$ cat src/rtl/cvxif_result_scheduler_if.sv
// Bundle of all CV-X-IF result-scheduler signals: issue allocation, ALU
// result capture, commit/kill, result handshake and occupancy.
interface cvxif_result_scheduler_if #(
  parameter int Depth       = 4,
  parameter int XLEN        = 32,
  parameter int IdWidth     = 4,
  parameter int HartidWidth = 1
);
  logic                     alloc_valid_i;
  logic                     alloc_ready_o;
  logic [IdWidth-1:0]       alloc_id_i;
  logic [HartidWidth-1:0]   alloc_hartid_i;
  logic                     alu_valid_i;
  logic [IdWidth-1:0]       alu_id_i;
  logic [HartidWidth-1:0]   alu_hartid_i;
  logic [4:0]               alu_rd_i;
  logic                     alu_we_i;
  logic [XLEN-1:0]          alu_data_i;
  logic                     commit_valid_i;
  logic [IdWidth-1:0]       commit_id_i;
  logic [HartidWidth-1:0]   commit_hartid_i;
  logic                     commit_kill_i;
  logic                     result_valid_o;
  logic                     result_ready_i;
  logic [IdWidth-1:0]       result_id_o;
  logic [HartidWidth-1:0]   result_hartid_o;
  logic [4:0]               result_rd_o;
  logic                     result_we_o;
  logic [XLEN-1:0]          result_data_o;
  logic [$clog2(Depth):0]   count_o;

  // Scheduler side
  modport slave (
    input  alloc_valid_i, alloc_id_i, alloc_hartid_i,
    input  alu_valid_i, alu_id_i, alu_hartid_i, alu_rd_i, alu_we_i, alu_data_i,
    input  commit_valid_i, commit_id_i, commit_hartid_i, commit_kill_i,
    input  result_ready_i,
    output alloc_ready_o, result_valid_o, result_id_o, result_hartid_o,
    output result_rd_o, result_we_o, result_data_o, count_o
  );

  // Decoder / ALU / CPU side
  modport master (
    output alloc_valid_i, alloc_id_i, alloc_hartid_i,
    output alu_valid_i, alu_id_i, alu_hartid_i, alu_rd_i, alu_we_i, alu_data_i,
    output commit_valid_i, commit_id_i, commit_hartid_i, commit_kill_i,
    output result_ready_i,
    input  alloc_ready_o, result_valid_o, result_id_o, result_hartid_o,
    input  result_rd_o, result_we_o, result_data_o, count_o
  );
endinterface

$ cat src/rtl/cvxif_result_scheduler.sv
// In-order result buffer between the coprocessor ALU and the CV-X-IF result
// interface. One slot per issued instruction; results are released only
// after data has arrived and the instruction is committed. Killed heads are
// dropped without being offered.
module cvxif_result_scheduler #(
  parameter int Depth       = 4,
  parameter int XLEN        = 32,
  parameter int IdWidth     = 4,
  parameter int HartidWidth = 1
) (
  input  logic                     clk_i,
  input  logic                     rst_ni,
  cvxif_result_scheduler_if.slave  bus
);
  localparam int PtrW = $clog2(Depth);
  localparam int CntW = PtrW + 1;
  localparam logic [CntW-1:0] FullCnt = CntW'(Depth);

  // Slot control state (reset)
  logic [Depth-1:0]       r_live;
  logic [Depth-1:0]       r_dvalid;
  logic [Depth-1:0]       r_commit;
  logic [Depth-1:0]       r_kill;
  logic [PtrW-1:0]        r_head;
  logic [PtrW-1:0]        r_tail;
  logic [CntW-1:0]        r_count;

  // Slot payload (not reset; qualified by r_live)
  logic [IdWidth-1:0]     r_id     [Depth];
  logic [HartidWidth-1:0] r_hartid [Depth];
  logic [4:0]             r_rd     [Depth];
  logic [Depth-1:0]       r_we;
  logic [XLEN-1:0]        r_data   [Depth];

  logic                   w_alloc;
  logic                   w_pop;
  logic                   w_res_valid;
  logic                   w_head_kill;
  logic [Depth-1:0]       w_alu_hit;
  logic [Depth-1:0]       w_cmt_hit;

  assign bus.alloc_ready_o = (r_count < FullCnt);
  assign w_alloc     = bus.alloc_valid_i && bus.alloc_ready_o;
  assign w_res_valid = r_live[r_head] && r_dvalid[r_head] && r_commit[r_head] && !r_kill[r_head];
  assign w_head_kill = r_live[r_head] && r_kill[r_head];
  assign w_pop       = (w_res_valid && bus.result_ready_i) || w_head_kill;

  // Match ALU results and commit decisions against live slots (old state only,
  // so a slot allocated this cycle never matches)
  always_comb begin
    w_alu_hit = '0;
    w_cmt_hit = '0;
    for (int i = 0; i < Depth; i++) begin
      w_alu_hit[i] = bus.alu_valid_i && r_live[i] && !r_dvalid[i] &&
                     (r_id[i] == bus.alu_id_i) && (r_hartid[i] == bus.alu_hartid_i);
      w_cmt_hit[i] = bus.commit_valid_i && r_live[i] &&
                     (r_id[i] == bus.commit_id_i) && (r_hartid[i] == bus.commit_hartid_i);
    end
  end

  // Slot flags, pointers and occupancy
  always_ff @(posedge clk_i or negedge rst_ni) begin
    if (!rst_ni) begin
      r_live   <= '0;
      r_dvalid <= '0;
      r_commit <= '0;
      r_kill   <= '0;
      r_head   <= '0;
      r_tail   <= '0;
      r_count  <= '0;
    end else begin
      for (int i = 0; i < Depth; i++) begin
        if (w_alu_hit[i]) r_dvalid[i] <= 1'b1;
        if (w_cmt_hit[i]) begin
          if (bus.commit_kill_i) r_kill[i]   <= 1'b1;
          else                   r_commit[i] <= 1'b1;
        end
      end
      if (w_pop) begin
        r_live[r_head] <= 1'b0;
        r_head         <= r_head + PtrW'(1);
      end
      // The tail slot is never live when alloc is accepted, so it cannot
      // collide with the pop or match updates above.
      if (w_alloc) begin
        r_live[r_tail]   <= 1'b1;
        r_dvalid[r_tail] <= 1'b0;
        r_commit[r_tail] <= 1'b0;
        r_kill[r_tail]   <= 1'b0;
        r_tail           <= r_tail + PtrW'(1);
      end
      case ({w_alloc, w_pop})
        2'b10:   r_count <= r_count + CntW'(1);
        2'b01:   r_count <= r_count - CntW'(1);
        default: r_count <= r_count;
      endcase
    end
  end

  // Slot payload: tag on allocation, result fields on ALU capture
  always_ff @(posedge clk_i) begin
    for (int i = 0; i < Depth; i++) begin
      if (w_alu_hit[i]) begin
        r_rd[i]   <= bus.alu_rd_i;
        r_we[i]   <= bus.alu_we_i;
        r_data[i] <= bus.alu_data_i;
      end
    end
    if (w_alloc) begin
      r_id[r_tail]     <= bus.alloc_id_i;
      r_hartid[r_tail] <= bus.alloc_hartid_i;
      r_rd[r_tail]     <= '0;
      r_we[r_tail]     <= 1'b0;
      r_data[r_tail]   <= '0;
    end
  end

  // Result port driven from the head slot, zero when the head is empty
  always_comb begin
    bus.result_valid_o  = w_res_valid;
    bus.result_id_o     = '0;
    bus.result_hartid_o = '0;
    bus.result_rd_o     = '0;
    bus.result_we_o     = 1'b0;
    bus.result_data_o   = '0;
    bus.count_o         = r_count;
    if (r_live[r_head]) begin
      bus.result_id_o     = r_id[r_head];
      bus.result_hartid_o = r_hartid[r_head];
      bus.result_rd_o     = r_rd[r_head];
      bus.result_we_o     = r_we[r_head];
      bus.result_data_o   = r_data[r_head];
    end
  end
endmodule

$ cat src/flat_wrapper.sv
// flat-port wrapper written by rule: the top's interface ports become plain ports
module cvxif_result_scheduler_flat 
#(
  parameter int Depth       = 4,
  parameter int XLEN        = 32,
  parameter int IdWidth     = 4,
  parameter int HartidWidth = 1
)
  (clk_i, rst_ni, bus_alloc_valid_i, bus_alloc_id_i, bus_alloc_hartid_i, bus_alu_valid_i, bus_alu_id_i, bus_alu_hartid_i, bus_alu_rd_i, bus_alu_we_i, bus_alu_data_i, bus_commit_valid_i, bus_commit_id_i, bus_commit_hartid_i, bus_commit_kill_i, bus_result_ready_i, bus_alloc_ready_o, bus_result_valid_o, bus_result_id_o, bus_result_hartid_o, bus_result_rd_o, bus_result_we_o, bus_result_data_o, bus_count_o);
  cvxif_result_scheduler_if #(.Depth(Depth), .XLEN(XLEN), .IdWidth(IdWidth), .HartidWidth(HartidWidth)) bus_i ();
  input  logic clk_i;
  input  logic rst_ni;
  input wire logic [$bits(bus_i.alloc_valid_i)-1:0] bus_alloc_valid_i;
  input wire logic [$bits(bus_i.alloc_id_i)-1:0] bus_alloc_id_i;
  input wire logic [$bits(bus_i.alloc_hartid_i)-1:0] bus_alloc_hartid_i;
  input wire logic [$bits(bus_i.alu_valid_i)-1:0] bus_alu_valid_i;
  input wire logic [$bits(bus_i.alu_id_i)-1:0] bus_alu_id_i;
  input wire logic [$bits(bus_i.alu_hartid_i)-1:0] bus_alu_hartid_i;
  input wire logic [$bits(bus_i.alu_rd_i)-1:0] bus_alu_rd_i;
  input wire logic [$bits(bus_i.alu_we_i)-1:0] bus_alu_we_i;
  input wire logic [$bits(bus_i.alu_data_i)-1:0] bus_alu_data_i;
  input wire logic [$bits(bus_i.commit_valid_i)-1:0] bus_commit_valid_i;
  input wire logic [$bits(bus_i.commit_id_i)-1:0] bus_commit_id_i;
  input wire logic [$bits(bus_i.commit_hartid_i)-1:0] bus_commit_hartid_i;
  input wire logic [$bits(bus_i.commit_kill_i)-1:0] bus_commit_kill_i;
  input wire logic [$bits(bus_i.result_ready_i)-1:0] bus_result_ready_i;
  output wire logic [$bits(bus_i.alloc_ready_o)-1:0] bus_alloc_ready_o;
  output wire logic [$bits(bus_i.result_valid_o)-1:0] bus_result_valid_o;
  output wire logic [$bits(bus_i.result_id_o)-1:0] bus_result_id_o;
  output wire logic [$bits(bus_i.result_hartid_o)-1:0] bus_result_hartid_o;
  output wire logic [$bits(bus_i.result_rd_o)-1:0] bus_result_rd_o;
  output wire logic [$bits(bus_i.result_we_o)-1:0] bus_result_we_o;
  output wire logic [$bits(bus_i.result_data_o)-1:0] bus_result_data_o;
  output wire logic [$bits(bus_i.count_o)-1:0] bus_count_o;
  assign bus_i.alloc_valid_i = bus_alloc_valid_i;
  assign bus_i.alloc_id_i = bus_alloc_id_i;
  assign bus_i.alloc_hartid_i = bus_alloc_hartid_i;
  assign bus_i.alu_valid_i = bus_alu_valid_i;
  assign bus_i.alu_id_i = bus_alu_id_i;
  assign bus_i.alu_hartid_i = bus_alu_hartid_i;
  assign bus_i.alu_rd_i = bus_alu_rd_i;
  assign bus_i.alu_we_i = bus_alu_we_i;
  assign bus_i.alu_data_i = bus_alu_data_i;
  assign bus_i.commit_valid_i = bus_commit_valid_i;
  assign bus_i.commit_id_i = bus_commit_id_i;
  assign bus_i.commit_hartid_i = bus_commit_hartid_i;
  assign bus_i.commit_kill_i = bus_commit_kill_i;
  assign bus_i.result_ready_i = bus_result_ready_i;
  assign bus_alloc_ready_o = bus_i.alloc_ready_o;
  assign bus_result_valid_o = bus_i.result_valid_o;
  assign bus_result_id_o = bus_i.result_id_o;
  assign bus_result_hartid_o = bus_i.result_hartid_o;
  assign bus_result_rd_o = bus_i.result_rd_o;
  assign bus_result_we_o = bus_i.result_we_o;
  assign bus_result_data_o = bus_i.result_data_o;
  assign bus_count_o = bus_i.count_o;
  cvxif_result_scheduler #(.Depth(Depth), .XLEN(XLEN), .IdWidth(IdWidth), .HartidWidth(HartidWidth)) u_core (.clk_i(clk_i), .rst_ni(rst_ni), .bus(bus_i));
endmodule
$ cat config.mk
export PLATFORM = sky130hd
export DESIGN_NAME = cvxif_result_scheduler_flat
export DESIGN_NICKNAME = d
export VERILOG_FILES = /design/src/rtl/cvxif_result_scheduler_if.sv /design/src/rtl/cvxif_result_scheduler.sv /design/src/flat_wrapper.sv
export SDC_FILE = /design/constraint.sdc
export NUM_CORES = 1
export LEC_CHECK = 0
export BUFFER_PORTS_ARGS = -buffer_cell sky130_fd_sc_hd__buf_2
export CAP_MARGIN = 20
export CORE_MARGIN = 8
export CORE_UTILIZATION = 40
export CTS_CLUSTER_SIZE = 8
export DETAILED_ROUTE_END_ITERATION = 8
export PLACE_DENSITY = 0.61
export SLEW_MARGIN = 30
export SYNTH_ARGS = -nofsm -noshare
export SYNTH_HDL_FRONTEND = slang
export SYNTH_SLANG_ARGS = --single-unit
$ cat constraint.sdc
create_clock -name clk_i -period 5.5 [get_ports clk_i]
set_input_delay 1.1 -clock clk_i [delete_from_list [all_inputs] [get_ports clk_i]]
set_output_delay 1.1 -clock clk_i [all_outputs]
set_load 0.02 [all_outputs]
==> results of run 1 <==
-- through the flow --
stage | std cells | cell area, um^2 | setup WS [ps]
3_3_place_gp | 1343 | 10000 | 1820
3_5_place_dp | 1344 | 10000 | 1920
4_1_cts | 1376 | 10600 | 1440
6_report | 1376 | 10600 | 1530
5_1_grt | 1376 | 10600 | 1320
2_1_floorplan | 1004 | 9380 | 2680
-- area by class of cell --
cell class / count / share of cell area (%)
Multi-Input combinational cell: 689 / 43.8
Sequential cell: 195 / 39.7
Timing Repair Buffer: 129 / 6.70
Clock buffer: 19 / 4.36
Tap cell: 319 / 3.75
Clock inverter: 13 / 1.28
Inverter: 12 / 0.423
-- routing by layer --
metal | global-route usage [%] | part of all wire (%)
met4 | 6.43 | 1.7
met2 | 33.9 | 49
met1 | 26.6 | 43
met5 | 0 | 0.034
met3 | 4.05 | 6.6
-- power breakdown --
group	switching [mW]	internal [mW]	total, mW
Sequential	0.287	1.90	2.19
Combinational	1.10	0.750	1.85
Clock	0.589	0.680	1.27
-- flip-flops by register name, summed over array words and instances, names as in the netlist --
name and count:
u_core.r_tail 2, u_core.r_hartid 4, u_core.bus.count_o 3, u_core.r_commit 4, u_core.r_id 16, u_core.r_rd 20, u_core.r_live 4, u_core.r_dvalid 4
u_core.r_data 128, u_core.r_we 4, u_core.r_kill 4, u_core.r_head 2
-- critical path: stages (launching register included) --
cell	delay (ps)
sky130_fd_sc_hd__dfrtp_4	750
sky130_fd_sc_hd__buf_12	310
sky130_fd_sc_hd__mux4_2	900
sky130_fd_sc_hd__and2_1	280
sky130_fd_sc_hd__buf_2	160
-- cells by family (layout without fill, tap and decap cells) --
kind of cell	after synthesis	in the layout	share of synthesized area, %
AO/OA/AOI/OAI	325	325	17.5
XOR/XNOR	44	44	4.11
adder cells (fa/ha/maj)	10	10	1.41
buffers and inverters	120	173	5.36
flip-flops	195	195	45.0
multiplexers	51	51	11.6
AND/OR/NAND/NOR	259	259	15.0
-- worst paths after layout --
path                       cells past startpoint              start  slack [ps]               endpoint
setup / recovery                               4   u_core.r_head[0]        1530     bus_result_rd_o[4]
hold / removal                                 2  u_core.r_rd[1][1]         470      u_core.r_rd[1][1]
setup reg to reg                              11   u_core.r_head[0]        2230  u_core.bus.count_o[2]
hold reg to reg                                2  u_core.r_rd[1][1]         470      u_core.r_rd[1][1]
max in group asynchronous                      1             rst_ni        4440       u_core.r_head[0]
min in group asynchronous                      1             rst_ni         650     u_core.r_commit[1]
-- synth_stat cells (4+ instances only) --
cell type                  number  share of area (%)
sky130_fd_sc_hd__a21oi_1      160                8.5
sky130_fd_sc_hd__a31oi_1        9               0.60
sky130_fd_sc_hd__and2_1        48                3.2
sky130_fd_sc_hd__and3_1         4               0.27
sky130_fd_sc_hd__and4_1         4               0.37
sky130_fd_sc_hd__and4b_1        4               0.43
sky130_fd_sc_hd__buf_2         30                1.6
sky130_fd_sc_hd__buf_4          4               0.32
sky130_fd_sc_hd__clkbuf_1      73                2.9
sky130_fd_sc_hd__dfrtp_1       23                6.1
sky130_fd_sc_hd__dfxtp_1      152                 32
sky130_fd_sc_hd__edfxtp_1      20                6.4
sky130_fd_sc_hd__ha_1           9                1.2
sky130_fd_sc_hd__inv_1         11               0.44
sky130_fd_sc_hd__mux2i_1        4               0.43
sky130_fd_sc_hd__mux4_2        46                 11
sky130_fd_sc_hd__nand2_1        6               0.24
sky130_fd_sc_hd__nand3_1      154                8.2
sky130_fd_sc_hd__nand4_1        5               0.33
sky130_fd_sc_hd__nand4b_1       5               0.47
sky130_fd_sc_hd__nor2_1        18               0.72
sky130_fd_sc_hd__nor3b_1        4               0.32
sky130_fd_sc_hd__nor4_1         4               0.27
sky130_fd_sc_hd__o21ai_0      142                7.6
sky130_fd_sc_hd__o21ai_1       12               0.64
sky130_fd_sc_hd__xnor2_1       27                2.5
sky130_fd_sc_hd__xor2_1        17                1.6
-- layout by cell type, fill, tap and decap left out, types with 5 or more instances in the layout --
master	synthesis	final
sky130_fd_sc_hd__buf_2	30	107
sky130_fd_sc_hd__nand4_1	5	5
sky130_fd_sc_hd__nand3_1	154	154
sky130_fd_sc_hd__o21ai_1	12	12
sky130_fd_sc_hd__a21oi_1	160	160
sky130_fd_sc_hd__nand2_1	6	6
sky130_fd_sc_hd__ha_1	9	9
sky130_fd_sc_hd__mux4_2	46	46
sky130_fd_sc_hd__and2_1	48	44
sky130_fd_sc_hd__xnor2_1	27	27
sky130_fd_sc_hd__clkbuf_16	0	18
sky130_fd_sc_hd__a31oi_1	9	9
sky130_fd_sc_hd__inv_1	11	11
sky130_fd_sc_hd__nand4b_1	5	5
sky130_fd_sc_hd__edfxtp_1	20	20
sky130_fd_sc_hd__nor2_1	18	18
sky130_fd_sc_hd__dfrtp_1	23	21
sky130_fd_sc_hd__o21ai_0	142	142
sky130_fd_sc_hd__buf_4	4	21
sky130_fd_sc_hd__dfxtp_1	152	152
sky130_fd_sc_hd__xor2_1	17	17
==> flow_summary_export.csv, run 1 <==
group,metric,value,unit
pwr,power-per-cell-area,498,mW/mm^2
job,maxCapViolations,0,
placement,routabilityCongestion,0.822,
synth,synth-async-reset-ratio,11.8,%
sta,timing.final.max_slew_violations,0,
routing,drt.antenna.violating_nets,0,
setup_path,startpoint_type,"flip-flop",
global_routing,antenna_found_initial,1,
cells_and_area,area_growth_from_synthesis_to_final_layout,13.5,%
status,status,"complete, no violations",
sta,post-route-period-util,72.2,%
routing,num_vias,8078,
cells_and_area,diode_count,0,
routing,route.detailed.vias_per_inst,5.87,
synth,synth_edf_count,20,
routing,drt_pass1_iterations,5,
placement,io_buffer_count,107,
placement,detailed_placement_hpwl,16600,um
setup_path,worst-endpoint-required,4400,ps
synth,synth.distinct_cells,35,
pwr,static_leak,3.98,nW
cells_and_area,seq_area,0.00422,mm^2
routing,wire_per_inst,21.3,um
clock_network,post-cts-setup-buffers,0,
sta,unrepaired_setup_endpoints_after_global_routing,"no",
synth,synth-warning-count,0,
synth,post_synth_inst_count,1004,
clock_network,worst_skew_pair.late_latency,440,ps
setup_path,critPathArrivalTime,2870,ps
sta,final_hold_viol_count,0,
global_routing,gr-total-overflow,0,
global_routing,pin_count_of_the_biggest_net_entering_global_routing,49,
cells_and_area,final.fill_count,2260,
clock_network,cts_hold_buffers,0,
pwr,finalPower,5.30,mW
sta,relative_slew_slack,46.9,%
cells_and_area,post-route-util,45.8,%
floorplan,core_region_area,0.0233,mm^2
synth,synth.cell_area,0.00938,mm^2
global_routing,gr-usage-all-layers,20.5,%
clock_network,cts_htree_levels,4,
sta,hold-worst-slack,470,ps
floorplan,start_util,40.3,%
routing,totalWireLength,29300,um
global_routing,grt_first_pass_wirelength,45900,um
synth,synth_sequential_area_ratio,45.0,%
global_routing,grt_pass1_vias,7993,
setup_path,criticalPathCategory,"flip-flop to primary output",
synth,postSynthRegisterBits,195,
clock_network,clk_pin_slew,70,ps
routing,number_of_drc_markers_after_the_initial_detailed_route_iteration,825,
clock_network,clk_path_buf_depth,2,
synth,post_synthesis_net_count,1074,
cells_and_area,area_of_combinational_cells_with_multiple_inputs,0.00466,mm^2
setup_path,worstSetupEndpointType,"primary output",
sta,finClkSkew,8.49,ps
sta,final.min_clock_period,3970,ps
sta,clock.fmax,252,MHz
floorplan,design.die.area,0.0286,mm^2
clock_network,postCtsResizedCells,0,
floorplan,core.rowCount,56,
floorplan,die-width,169,um
setup_path,critPathMaxFanout,48,
synth,ys.flop_type,"sky130_fd_sc_hd__dfxtp_1",
sta,setup_viol_count_final,0,
sta,timing.setup.tns,0,ps
clock_network,tritoncts_clock_tree,"done",
cells_and_area,final_net_count,1114,
min_path,hold_path.class,"flip-flop to flip-flop",
sta,worst-slew-pin-transition,797,ps
clock_network,cts_buffers,17,
cells_and_area,drive_gt1_share,20.3,%
floorplan,chipHeight,169,um
routing,route.detailed.drc,0,
pwr,ir_drop,0.000195,V
synth,avgSynthCellArea,9.34,um^2
floorplan,io_pins,108,
clock_network,clock_sinks,195,
clock_network,cts_root_buf,"sky130_fd_sc_hd__clkbuf_16",
Note: power is estimated with default switching activity, not from simulation.
==> inputs of run 2 (changes only) <==
ABC_AREA = 1   (was not set)
PLACE_DENSITY = 0.63   (was 0.61)
clock period = 3.43 ns   (was 5.5 ns; I/O delays follow)
==> flow_summary_export.csv, run 2 <==
group,metric,value,unit
floorplan,chipHeight,175,um
clock_network,post-cts-setup-buffers,0,
synth,portion_of_synthesized_cell_area_occupied_by_the_leading_cell_type,30.1,%
synth,avgSynthCellArea,6.65,um^2
synth,most_frequent_cells_after_synthesis,"331 x sky130_fd_sc_hd__nand2_1, 281 x sky130_fd_sc_hd__inv_1, 185 x sky130_fd_sc_hd__nor2_1",
sta,post-route-period-util,88.6,%
cells_and_area,largestRegisters,"u_core.r_data x128, u_core.r_rd x20, u_core.r_id x16",
pwr,share_clk_of_total_power,45.0,%
setup_path,worst_r2r_path_depth,11,
pwr,power.switching_fraction,25.0,%
synth,yosysTopAreaCell,"sky130_fd_sc_hd__dfxtp_1",
clock_network,clk_pin_slew,70,ps
clock_network,clk_path_buf_depth,2,
floorplan,io_pins,108,
setup_path,worstSetupStartpoint,"u_core.r_head[0]",
sta,timing.final.max_slew_violations,0,
min_path,hold_path.class,"input port to asynchronous set/reset pin",
cells_and_area,mostFrequentLayoutCells,"330 x sky130_fd_sc_hd__nand2_1, 280 x sky130_fd_sc_hd__inv_1, 183 x sky130_fd_sc_hd__nor2_1, 175 x sky130_fd_sc_hd__o21ai_0, 152 x sky130_fd_sc_hd__dfxtp_1",
pwr,power_frac_comb,3.0,%
sta,timing.setup.tns,0,ps
status,status,"complete, no violations",
setup_path,critPathArrivalTime,2350,ps
routing,drt.antenna.violating_nets,0,
sta,final_hold_viol_count,0,
synth,synth.distinct_cells,29,
synth,synth-async-reset-ratio,11.8,%
pwr,total_switching_power,1.11,mW
pwr,cellInternalPower,3.32,mW
cells_and_area,post-route-util,45.7,%
placement,detailed_placement_hpwl,18100,um
clock_network,cts_htree_levels,4,
cells_and_area,max_flop_register,"u_core.r_data",
synth,post_synthesis_net_count,1589,
synth,synth.cell_area,0.0101,mm^2
synth,yosys-top-cells-area,"sky130_fd_sc_hd__dfxtp_1 30%, sky130_fd_sc_hd__nand2_1 12%, sky130_fd_sc_hd__inv_1 10%, sky130_fd_sc_hd__o21ai_0 8.7%, sky130_fd_sc_hd__a21oi_1 6.9%",
sta,unrepaired_setup_endpoints_after_global_routing,"no",
floorplan,core.rowCount,58,
setup_path,startpoint_type,"flip-flop",
sta,hold-worst-slack,224,ps
clock_network,cts_buffers,17,
pwr,ir_drop,0.000229,V
global_routing,grt_first_pass_wirelength,46000,um
synth,synth_sequential_area_ratio,41.7,%
setup_path,criticalPathCategory,"flip-flop to primary output",
routing,drt_pass1_iterations,5,
sta,finClkSkew,14.6,ps
global_routing,antenna_found_initial,0,
setup_path,worst-endpoint-required,2740,ps
placement,io_buffer_count,107,
setup_path,crit_chain,"inv_2 > o21ai_0 > o22ai_4 > buf_4 > nand2_1 > inv_1 > buf_2",
setup_path,slowest_stage,"sky130_fd_sc_hd__dfrtp_4",
routing,num_vias,9213,
floorplan,die-width,175,um
setup_path,crit-reg2reg-capture,"u_core.bus.count_o[2]",
clock_network,cts_hold_buffers,0,
synth,postSynthRegisterBits,195,
global_routing,pin_count_of_the_biggest_net_entering_global_routing,78,
cells_and_area,diode_count,0,
global_routing,gr-usage-all-layers,18.5,%
synth,synth-warning-count,0,
setup_path,rr_startpoint,"u_core.r_head[0]",
job,maxCapViolations,0,
setup_path,worst_path_largest_cell_delay,630,ps
clock_network,worst_skew_pair.late_latency,450,ps
pwr,power-per-cell-area,388,mW/mm^2
routing,route.detailed.drc,0,
synth,synth_edf_count,20,
synth,yosysMostFrequentCell,"sky130_fd_sc_hd__nand2_1",
routing,wire_per_inst,14.7,um
floorplan,start_util,40.5,%
cells_and_area,final_net_count,1644,
cells_and_area,largest_register_ffs,128,
setup_path,critPathMaxFanout,33,
sta,worst-slew-pin-transition,927,ps
clock_network,cts_root_buf,"sky130_fd_sc_hd__clkbuf_16",
synth,post_synth_inst_count,1519,
clock_network,tritoncts_clock_tree,"done",
cells_and_area,area_growth_from_synthesis_to_final_layout,12.8,%
cells_and_area,drive_gt1_share,12.0,%
setup_path,worstSetupEndpointType,"primary output",
placement,placed_area,0.0108,mm^2
sta,final.min_clock_period,3040,ps
pwr,static_leak,6.81,nW
floorplan,core_region_area,0.0250,mm^2
global_routing,grt_pass1_vias,8765,
routing,number_of_drc_markers_after_the_initial_detailed_route_iteration,670,
cells_and_area,final_area,0.0114,mm^2
routing,totalWireLength,28200,um
setup_path,r2r_setup_slack,800,ps
routing,route.detailed.vias_per_inst,4.81,
sta,clock.fmax,329,MHz
global_routing,gr-total-overflow,0,
placement,routabilityCongestion,0.900,
pwr,power.share.sequential,52.0,%
clock_network,postCtsResizedCells,0,
floorplan,design.die.area,0.0306,mm^2
cells_and_area,final_common_cell,"sky130_fd_sc_hd__nand2_1",
sta,setup_viol_count_final,0,
clock_network,clock_sinks,195,
sta,relative_slew_slack,38.2,%
synth,ys.flop_type,"sky130_fd_sc_hd__dfxtp_1",
==> run 2: cell families (layout without fill, tap and decap cells) <==
family / count (synthesis) / count (layout) / synth area share [%]
adders and majority gates: 10 / 10 / 1.31
DFF: 195 / 195 / 41.7
AOI/OAI and AO/OA: 317 / 317 / 15.8
buffers and inverters: 376 / 444 / 15.2
and+or+nand+nor: 604 / 604 / 24.4
xor gates and xnor gates: 17 / 17 / 1.47
==> run 2: cell type report <==
class | instances | area, um^2
repair buffers | 127 | 698
clock inverters | 15 | 165
flip-flops and latches | 195 | 4220
inverters | 285 | 1070
well taps | 330 | 413
fillers | 2634 | 13600
multi-input cells | 948 | 4410
clock buffers | 17 | 425
==> run 2: worst max path at each step <==
stage / to / cells after the start
after floorplan: u_core.bus.count_o[2] / 13
after global placement: u_core.bus.count_o[2] / 11
after detailed placement: u_core.bus.count_o[2] / 11
after CTS: bus_result_rd_o[2] / 7
after global routing: bus_result_we_o / 7
final: bus_result_rd_o[2] / 7
==> run 2: worst max-delay path, delay by kind of cell (launching register included) <==
| family | cells | cell delay [ps] |
|---|---|---|
| compound gates | 2 | 470 |
| buf+inv | 4 | 680 |
| flops | 1 | 630 |
| simple gates | 1 | 120 |
==> run 2: stage by stage <==
| stage | instances | setup slack, ps | power, mW |
|---|---|---|---|
| 2_1_floorplan | 1519 | 1170 | 2.39 |
| 3_3_place_gp | 1885 | 864 | 2.48 |
| 3_5_place_dp | 1885 | 810 | 2.48 |
| 4_1_cts | 1917 | 350 | 4.47 |
| 5_1_grt | 1917 | 243 | 4.58 |
| 6_report | 1917 | 390 | 4.43 |
==> run 2: power groups by stage <==
stage	combinational (mW)	clock, mW	sequential [mW]
after floorplan	0.0377	0	2.35
after global placement	0.130	0	2.35
after detailed placement	0.130	0	2.35
after CTS	0.131	2.04	2.30
after global routing	0.144	2.13	2.30
final	0.131	1.99	2.30
==> run 2: per-layer routing <==
| metal | track usage, % | part of all wire [%] | vias up |
|---|---|---|---|
| li1 | - | - | 4779 |
| met1 | 24.1 | 47 | 4162 |
| met2 | 30.7 | 47 | 243 |
| met3 | 3.32 | 4.5 | 29 |
| met4 | 5.72 | 1.6 | 0 |
| met5 | 0 | 0 | - |
==> inputs of run 3 (changes only) <==
CORE_UTILIZATION = 54   (was 40)
PLACE_DENSITY = 0.8   (was 0.63)
==> flow_summary_export.csv, run 3 (synthesized netlist as in run 2, its figures left out) <==
group,metric,value,unit
routing,totalWireLength,26700,um
clock_network,cts_htree_levels,4,
clock_network,tritoncts_clock_tree,"done",
clock_network,worst_skew_pair.late_latency,440,ps
cells_and_area,area_growth_from_synthesis_to_final_layout,11.9,%
setup_path,criticalPathCategory,"flip-flop to primary output",
routing,route.detailed.vias_per_inst,5.18,
setup_path,crit_path_frequent_cell,"sky130_fd_sc_hd__buf_4",
pwr,power_frac_comb,2.9,%
clock_network,clock_sinks,195,
pwr,static_leak,6.84,nW
routing,drt_pass1_iterations,6,
sta,finClkSkew,10.6,ps
clock_network,cts_root_buf,"sky130_fd_sc_hd__clkbuf_16",
pwr,cellInternalPower,3.36,mW
floorplan,chipHeight,153,um
status,status,"complete, no violations",
sta,timing.setup.tns,0,ps
job,maxCapViolations,0,
cells_and_area,drive_gt1_share,12.2,%
clock_network,cts_hold_buffers,0,
sta,setup_slack,422,ps
routing,route.detailed.drc,0,
cells_and_area,final_net_count,1652,
setup_path,critPathTopFamily,"buffers and inverters",
cells_and_area,max_flop_register,"u_core.r_data",
routing,drt.antenna.violating_nets,0,
pwr,share_clk_of_total_power,44.5,%
sta,final.min_clock_period,3010,ps
global_routing,gr-total-overflow,0,
clock_network,cts_buffers,17,
global_routing,grt_first_pass_wirelength,43700,um
setup_path,cp_num_buf_inv,3,
cells_and_area,largest_register_ffs,128,
pwr,ir_drop,0.000313,V
floorplan,core.rowCount,50,
sta,post-route-period-util,87.7,%
floorplan,core_region_area,0.0185,mm^2
sta,setup_viol_count_final,0,
pwr,total_switching_power,1.02,mW
placement,dp_slack,877,ps
placement,detailed_placement_hpwl,17500,um
global_routing,gr-usage-all-layers,22.8,%
cells_and_area,final_common_cell,"sky130_fd_sc_hd__nand2_1",
placement,io_buffer_count,107,
sta,relative_slew_slack,62.5,%
global_routing,antenna_found_initial,3,
sta,clock.fmax,332,MHz
setup_path,worstSetupStartpoint,"u_core.r_head[0]",
clock_network,clk_path_buf_depth,2,
cells_and_area,largestRegisters,"u_core.r_data x128, u_core.r_rd x20, u_core.r_id x16",
min_path,hold_path.class,"input port to asynchronous set/reset pin",
routing,num_vias,9490,
clock_network,post-cts-setup-buffers,0,
setup_path,worstSetupEndpointType,"primary output",
placement,routabilityCongestion,0.932,
setup_path,rr_startpoint,"u_core.r_head[0]",
cells_and_area,post-route-util,61.1,%
sta,worst-slew-pin-transition,563,ps
setup_path,startpoint_type,"flip-flop",
floorplan,die-width,153,um
routing,number_of_drc_markers_after_the_initial_detailed_route_iteration,797,
cells_and_area,mostFrequentLayoutCells,"331 x sky130_fd_sc_hd__nand2_1, 281 x sky130_fd_sc_hd__inv_1, 183 x sky130_fd_sc_hd__nor2_1, 175 x sky130_fd_sc_hd__o21ai_0, 152 x sky130_fd_sc_hd__dfxtp_1",
pwr,power.switching_fraction,23.2,%
setup_path,critPathMaxFanout,36,
global_routing,pin_count_of_the_biggest_net_entering_global_routing,56,
sta,unrepaired_setup_endpoints_after_global_routing,"no",
setup_path,worst-endpoint-required,2740,ps
setup_path,slowest_stage,"sky130_fd_sc_hd__dfrtp_2",
clock_network,clk_pin_slew,70,ps
clock_network,postCtsResizedCells,0,
floorplan,io_pins,108,
setup_path,crit_chain,"buf_4 > o21ai_0 > o22ai_4 > buf_4 > nand2_1 > nor2_1 > buf_2",
global_routing,grt_pass1_vias,8841,
pwr,power.share.sequential,52.6,%
pwr,power-per-cell-area,387,mW/mm^2
setup_path,critPathArrivalTime,2320,ps
setup_path,worst_path_largest_cell_delay,450,ps
floorplan,design.die.area,0.0234,mm^2
routing,wire_per_inst,14.6,um
sta,final_hold_viol_count,0,
setup_path,r2r_setup_slack,860,ps
sta,timing.final.max_slew_violations,0,
floorplan,start_util,54.6,%
run 3: changes by cell type in the layout (fill, tap and decap cells not counted), moves of 2 or more:
cell / before / now
sky130_fd_sc_hd__clkinv_2: 0 / 2
sky130_fd_sc_hd__nor2_2: 0 / 2
sky130_fd_sc_hd__buf_4: 19 / 26
sky130_fd_sc_hd__diode_2: 0 / 2
sky130_fd_sc_hd__clkinv_8: 3 / 1
sky130_fd_sc_hd__nand3_4: 2 / 0
sky130_fd_sc_hd__nor2_4: 2 / 0
run 3: cell type report:
class	count	area, um^2
Fill cell	1710	7210
Multi-Input combinational cell	948	4370
Sequential cell	195	4220
Inverter	285	1070
Timing Repair Buffer	135	771
Clock buffer	18	429
Tap cell	234	293
Clock inverter	14	146
Antenna cell	2	5.00
run 3: final timing paths:
check	endpoint	cells after the start
worst max-delay path	bus_result_valid_o	7
worst min-delay path	u_core.r_commit[3]	1
worst max register to register	u_core.bus.count_o[2]	11
worst min register to register	u_core.r_data[3][16]	2
max in group asynchronous	u_core.r_head[0]	1
min in group clk_i	u_core.r_data[3][16]	2
run 3: per-layer routing:
metal / global-route usage (%) / part of all wire [%]
met5: 0 / 0.049
met4: 8.48 / 1.7
met3: 4.03 / 6.9
met2: 38.5 / 48
met1: 28.6 / 43
run 3: power by group through the flow:
stage	combinational, mW	sequential [mW]	clock (mW)
after floorplan	0.0377	2.35	0
after global placement	0.122	2.35	0
after detailed placement	0.124	2.35	0
after CTS	0.124	2.30	1.98
after global routing	0.136	2.30	2.07
final	0.127	2.30	1.95
run 3: through the flow:
step / instances / total power, mW / hold slack (ps) / cell area [um^2]
after global routing: 1831 / 4.51 / 267 / 11300
after floorplan: 1519 / 2.39 / 390 / 10100
after detailed placement: 1797 / 2.48 / 449 / 10700
after global placement: 1797 / 2.48 / 445 / 10700
after CTS: 1829 / 4.41 / 234 / 11300
final: 1831 / 4.38 / 234 / 11300
